`src/rtl/seg_codes_pkg.sv`:
```
// Digit codes for the score display segment encoder and the BCD conversion state type.
package seg_codes_pkg;

    typedef enum logic [7:0] {
        DIG_0    = 8'h00,
        DIG_1    = 8'h01,
        DIG_2    = 8'h02,
        DIG_3    = 8'h03,
        DIG_4    = 8'h04,
        DIG_5    = 8'h05,
        DIG_6    = 8'h06,
        DIG_7    = 8'h07,
        DIG_8    = 8'h08,
        DIG_9    = 8'h09,
        CH_S     = 8'h0A,
        CH_R     = 8'h0B,
        CH_C     = 8'h0C,
        CH_E     = 8'h0E,
        CH_L     = 8'h11,
        CH_MINUS = 8'hFE,
        CH_BLANK = 8'hFF
    } seg_code_t;

    typedef enum logic [1:0] {
        ST_IDLE,
        ST_ADJ,
        ST_SHIFT,
        ST_COMMIT
    } conv_state_t;

    function automatic logic [3:0] add3_if_ge5(input logic [3:0] n);
        return (n >= 4'd5) ? n + 4'd3 : n;
    endfunction

    // A nibble above 9 cannot come out of the converter; show minus rather than garbage.
    function automatic logic [7:0] numeral_code(input logic [3:0] n);
        return (n <= 4'd9) ? {4'h0, n} : CH_MINUS;
    endfunction

endpackage

```
`src/rtl/bin2bcd_seq.sv`:
```
// Sequential shift-add-3 binary to BCD converter: one ADJ and one SHIFT cycle per input bit.
// done is high during the COMMIT cycle; start in that cycle chains straight into a new conversion.
module bin2bcd_seq
    import seg_codes_pkg::*;
(
    input  logic        clk,
    input  logic        rst,
    input  logic        start,
    input  logic [7:0]  din,
    output logic        busy,
    output logic        done,
    output logic [11:0] result
);

    conv_state_t r_state;
    conv_state_t w_state_nxt;
    logic [7:0]  r_bin;
    logic [7:0]  w_bin_nxt;
    logic [11:0] r_bcd;
    logic [11:0] w_bcd_nxt;
    logic [2:0]  r_cnt;
    logic [2:0]  w_cnt_nxt;

    always_ff @(posedge clk or posedge rst) begin
        if (rst) begin
            r_state <= ST_IDLE;
            r_bin   <= 8'h00;
            r_bcd   <= 12'h000;
            r_cnt   <= 3'd0;
        end else begin
            r_state <= w_state_nxt;
            r_bin   <= w_bin_nxt;
            r_bcd   <= w_bcd_nxt;
            r_cnt   <= w_cnt_nxt;
        end
    end

    always_comb begin
        w_state_nxt = r_state;
        w_bin_nxt   = r_bin;
        w_bcd_nxt   = r_bcd;
        w_cnt_nxt   = r_cnt;
        case (r_state)
            ST_IDLE: begin
                if (start) begin
                    w_bin_nxt   = din;
                    w_bcd_nxt   = 12'h000;
                    w_cnt_nxt   = 3'd0;
                    w_state_nxt = ST_ADJ;
                end
            end
            ST_ADJ: begin
                w_bcd_nxt   = {add3_if_ge5(r_bcd[11:8]),
                               add3_if_ge5(r_bcd[7:4]),
                               add3_if_ge5(r_bcd[3:0])};
                w_state_nxt = ST_SHIFT;
            end
            ST_SHIFT: begin
                w_bcd_nxt   = {r_bcd[10:0], r_bin[7]};
                w_bin_nxt   = {r_bin[6:0], 1'b0};
                w_cnt_nxt   = r_cnt + 3'd1;
                w_state_nxt = (r_cnt == 3'd7) ? ST_COMMIT : ST_ADJ;
            end
            ST_COMMIT: begin
                if (start) begin
                    w_bin_nxt   = din;
                    w_bcd_nxt   = 12'h000;
                    w_cnt_nxt   = 3'd0;
                    w_state_nxt = ST_ADJ;
                end else begin
                    w_state_nxt = ST_IDLE;
                end
            end
            default: w_state_nxt = ST_IDLE;
        endcase
    end

    assign busy   = (r_state != ST_IDLE);
    assign done   = (r_state == ST_COMMIT);
    assign result = r_bcd;

endmodule

```
`src/rtl/score_display_scan.sv`:
```
// 4-digit multiplexed score display: latches scores through a one-deep pending buffer,
// converts them to BCD and scans "S hhh tt o" (or "LOSE") across the digits.
module score_display_scan
    import seg_codes_pkg::*;
#(
    parameter int REFRESH_DIV = 100000
) (
    input  logic       clk,
    input  logic       rst,
    input  logic [7:0] score,
    input  logic       score_valid,
    input  logic       game_over,
    output logic       busy,
    output logic [7:0] digit_code,
    output logic [3:0] anode
);

    localparam int CNT_W = (REFRESH_DIV > 2) ? $clog2(REFRESH_DIV) : 1;

    logic        w_eng_busy;
    logic        w_eng_done;
    logic        w_eng_start;
    logic [7:0]  w_eng_din;
    logic [11:0] w_eng_result;

    logic        r_pend_flag;
    logic [7:0]  r_pend_val;

    logic [3:0]  r_hund;
    logic [3:0]  r_tens;
    logic [3:0]  r_ones;

    logic [CNT_W-1:0] r_refresh;
    logic             w_wrap;
    logic [1:0]       r_digit_sel;

    logic [3:0][7:0] w_content;
    logic [7:0]      r_digit_code;
    logic [3:0]      r_anode;

    // A strobe in the COMMIT cycle is newer than anything pending, so it is taken directly.
    assign w_eng_start = (score_valid && !w_eng_busy) ||
                         (w_eng_done && (r_pend_flag || score_valid));
    assign w_eng_din   = score_valid ? score : r_pend_val;

    bin2bcd_seq u_bin2bcd (
        .clk    (clk),
        .rst    (rst),
        .start  (w_eng_start),
        .din    (w_eng_din),
        .busy   (w_eng_busy),
        .done   (w_eng_done),
        .result (w_eng_result)
    );

    always_ff @(posedge clk or posedge rst) begin
        if (rst) begin
            r_pend_flag <= 1'b0;
            r_pend_val  <= 8'h00;
        end else if (w_eng_done) begin
            r_pend_flag <= 1'b0;
        end else if (score_valid && w_eng_busy) begin
            r_pend_flag <= 1'b1;
            r_pend_val  <= score;
        end
    end

    always_ff @(posedge clk or posedge rst) begin
        if (rst) begin
            r_hund <= 4'd0;
            r_tens <= 4'd0;
            r_ones <= 4'd0;
        end else if (w_eng_done) begin
            r_hund <= w_eng_result[11:8];
            r_tens <= w_eng_result[7:4];
            r_ones <= w_eng_result[3:0];
        end
    end

    assign busy   = w_eng_busy || r_pend_flag;
    assign w_wrap = (r_refresh == CNT_W'(REFRESH_DIV - 1));

    always_ff @(posedge clk or posedge rst) begin
        if (rst) begin
            r_refresh   <= '0;
            r_digit_sel <= 2'd0;
        end else if (w_wrap) begin
            r_refresh   <= '0;
            r_digit_sel <= r_digit_sel + 2'd1;
        end else begin
            r_refresh   <= r_refresh + CNT_W'(1);
        end
    end

    always_comb begin
        w_content = {4{8'(CH_BLANK)}};
        if (game_over) begin
            w_content[3] = CH_L;
            w_content[2] = DIG_0;
            w_content[1] = CH_S;
            w_content[0] = CH_E;
        end else begin
            w_content[3] = CH_S;
            w_content[2] = (r_hund == 4'd0) ? 8'(CH_BLANK) : numeral_code(r_hund);
            w_content[1] = (r_hund == 4'd0 && r_tens == 4'd0) ? 8'(CH_BLANK)
                                                              : numeral_code(r_tens);
            w_content[0] = numeral_code(r_ones);
        end
    end

    always_ff @(posedge clk or posedge rst) begin
        if (rst) begin
            r_anode      <= 4'b1111;
            r_digit_code <= CH_BLANK;
        end else begin
            r_anode      <= ~(4'b0001 << r_digit_sel);
            r_digit_code <= w_content[r_digit_sel];
        end
    end

    assign anode      = r_anode;
    assign digit_code = r_digit_code;

endmodule

```
`config.mk`:
```
export PLATFORM = sky130hd
export DESIGN_NAME = score_display_scan
export DESIGN_NICKNAME = d
export VERILOG_FILES = /design/src/rtl/seg_codes_pkg.sv /design/src/rtl/bin2bcd_seq.sv /design/src/rtl/score_display_scan.sv
export SDC_FILE = /design/constraint.sdc
export NUM_CORES = 1
export LEC_CHECK = 0
export CORE_MARGIN = 10
export CORE_UTILIZATION = 64
export DETAILED_ROUTE_END_ITERATION = 8
export PLACE_DENSITY = 0.87
export SYNTH_ARGS = -nofsm -noshare
export SYNTH_HDL_FRONTEND = slang
export SYNTH_SLANG_ARGS = --single-unit
```
`constraint.sdc`:
```
create_clock -name clk -period 5.1 [get_ports clk]
set_input_delay 1.02 -clock clk [delete_from_list [all_inputs] [get_ports clk]]
set_output_delay 1.02 -clock clk [all_outputs]
set_load 0.02 [all_outputs]
```
==> impl_results.md <==
* Status: completed
* Worst rel slew slack at 0.311
* CTS Root Cell: clkbuf_8
* Synth area leader: dfrtp_1
* Fin Clk Skew at around 11 ps
* GP Congestion at slightly below 0.9
* Max-slew violation count at 0
* Unrepaired setup endpoints after global routing: false
* Main synth FF type: dfrtp_1
* Register area share after synthesis at 0.481
* Post-synthesis register bit count at between 70 and 80
* Deepest clock path buffer count at 2
* PortBufs at 24
* Tot Pwr at ~2.3 mW
* # H-tree levels at 3
* Crit path time final at a little under 3000 ps
* # rows at 28
* Fin. Hold Viols at 0
* Netlist Area Pre-Place at a little under 4000 sq um
* Vias in the first global route at 2815
* Share of the synthesized area in the top cell type at 0.414
* ANT cells at 0
* DR DRC count at 0
* Top Ports at 25
* Hold WS at around 480 ps
* Leak at roughly 1.9 nW
* Vias/cell at between 6 and 7
* Initial DRC Count at around 170
* Req. time, crit path at between 4000 and 5000 ps
* Share of cells above drive strength 1 at 0.136
* Ys async rst share at 1.00
* Height of the die at approximately 100 um
* Layout area overhead at 11.3%
* Top-count cell post-synth: dfrtp_1
* Worst Path Max Fanout at 7
* Pwr dens at 524 nW/um^2
* Total number of vias at just under 3000
* Initial core utilization at 0.660
* Routed WL per cell at 15.5 um
* 1st-pass router iterations at 5
* Total Wirelength at around 7.6 mm
* Reg-to-reg slack, setup at roughly 2700 ps
* Syn avg cell area at 10.1 sq um
* TritonCTS clock tree: done
* Syn Nets at around 420
* FMAX at approximately 0.34 GHz
* Max-Cap Viols at 0
* CP startpoint kind: flip-flop
* Ys Warns at 0
* Post-CTS Resized at 0
* Num CTS Buffers at 9
* Worst-Skew Late Latency at approximately 360 ps
* Finish-stage setup viols at 0
* Die footprint at 9670 sq um
* Post-CTS Setup Inserts at 0
* CTS Hold Buffers Added at 0
* EDFF count, synth at 0
* Clock sinks at 75
* Clock-pin transition on the worst setup and hold timing paths at ~80 ps
* Worst Hold Depth at 2
* Commonest cells post-synth: dfrtp_1, nand2_1, o21ai_0
* GR Util All Layers at 0.158
* Net count of the finished layout at between 400 and 500
* IR drop worst, VDD at 0.580 mV
* R2R cell count at 5
* Antenna Nets Post-Route at 0
* Post-DP HPWL at ~5.2 mm
* First-pass GRT wire length at 12.9 mm
* Final period util at 0.579
* Top post-synthesis cells by area: dfrtp_1, dfstp_2, mux2_2
* Die Wd at between 90 and 100 um
* Initial antenna violation count at 0
* Global route overflow at 0
* Critical path class: flip-flop to primary output
* Worst slew pin tran at between 1000 and 1500 ps
* Crit path DAT at ~1900 ps
* Core box area at just under 6000 sq um
* Pin count of the biggest net entering global routing at 53
* Cell variety after synth at 54
* Syn Inst Count at 389
* Min-delay worst type: flip-flop to flip-flop
* Crit end category: primary output
* Aggregate negative setup slack at 0 ps
-- cell usage in the layout, fill, tap and decap left out, types with 8 or more instances in the layout --
cell type        synthesis  final
a21oi_1                 22     22
nor3_1                  11     11
nand4_1                  8      8
nand2_1                 39     39
dfrtp_1                 65     65
o21ai_0                 32     32
ha_1                    18     18
nor2_1                  25     25
clkdlybuf4s50_1          0     24
mux2i_1                  8      8
mux2_2                  22     22
xnor2_1                 12     12
clkbuf_8                 0      9
dfstp_2                 10     10
inv_1                   26     25
-- per-layer routing --
metal | wire [um] | share of wire | track usage
met3 | 423 | 0.056 | 0.0444
met2 | 3620 | 0.48 | 0.254
met4 | 129 | 0.017 | 0.0673
met5 | 0 | 0 | 0
met1 | 3400 | 0.45 | 0.195
-- report_power, final --
part	switching [mW]	internal [mW]
sequential	0.154	0.759
clock	0.218	0.223
combinational	0.537	0.403
total	0.908	1.38
-- flip-flops by register name, summed over array words and instances, names as in the netlist --
signal / cells
u_bin2bcd.r_state: 2
r_tens: 4
r_pend_val: 8
r_ones: 4
digit_code: 6
u_bin2bcd.result: 12
u_bin2bcd.r_bin: 8
r_pend_flag: 1
r_refresh: 17
r_hund: 4
r_digit_sel: 2
anode: 4
u_bin2bcd.r_cnt: 3
-- layout make-up --
cell class	instances	area [sq um]
inverter	26	97.6
sequential	75	1890
fill	440	1580
clock inverter	6	57.6
timing repair buffer	25	248
multi-input combinational	271	1860
tap	75	93.8
clock buffer	10	128
-- through the flow --
stage / utilization / worst slack [ps] / instances / cell area, sq um
2_1_floorplan: - / 2190 / 389 / 3930
3_3_place_gp: 0.703 / 1930 / 472 / 4190
3_5_place_dp: 0.703 / 1840 / 472 / 4190
4_1_cts: 0.734 / 2120 / 488 / 4370
5_1_grt: 0.734 / 2040 / 488 / 4370
6_report: 0.734 / 2140 / 488 / 4370
-- worst max-delay path, cell delays in order (launching register included) --
cell,delay (ps)
dfrtp_1,440
inv_1,110
ha_1,310
nand2b_1,120
clkdlybuf4s50_1,610
-- cells by family after synthesis --
| kind of cell | share of synthesized area |
|---|---|
| and+or+nand+nor | 0.150 |
| AOI/OAI and AO/OA | 0.149 |
| DFF | 0.481 |
| buffers and inverters | 0.0459 |
| muxes | 0.0834 |
| adders and majority gates | 0.0599 |
| xor gates and xnor gates | 0.0312 |
-- path summary, 6_finish.rpt --
check	to	from
worst min register to register	u_bin2bcd.r_bin[0]	u_bin2bcd.r_bin[0]
worst max-delay path	busy	u_bin2bcd.r_state[0]
min in group asynchronous	u_bin2bcd.r_bin[6]	rst
worst max register to register	u_bin2bcd.result[9]	u_bin2bcd.r_state[0]
worst min-delay path	u_bin2bcd.r_bin[0]	u_bin2bcd.r_bin[0]
max in group asynchronous	r_hund[3]	rst
No activity file was read; power rests on OpenSTA's default activity.
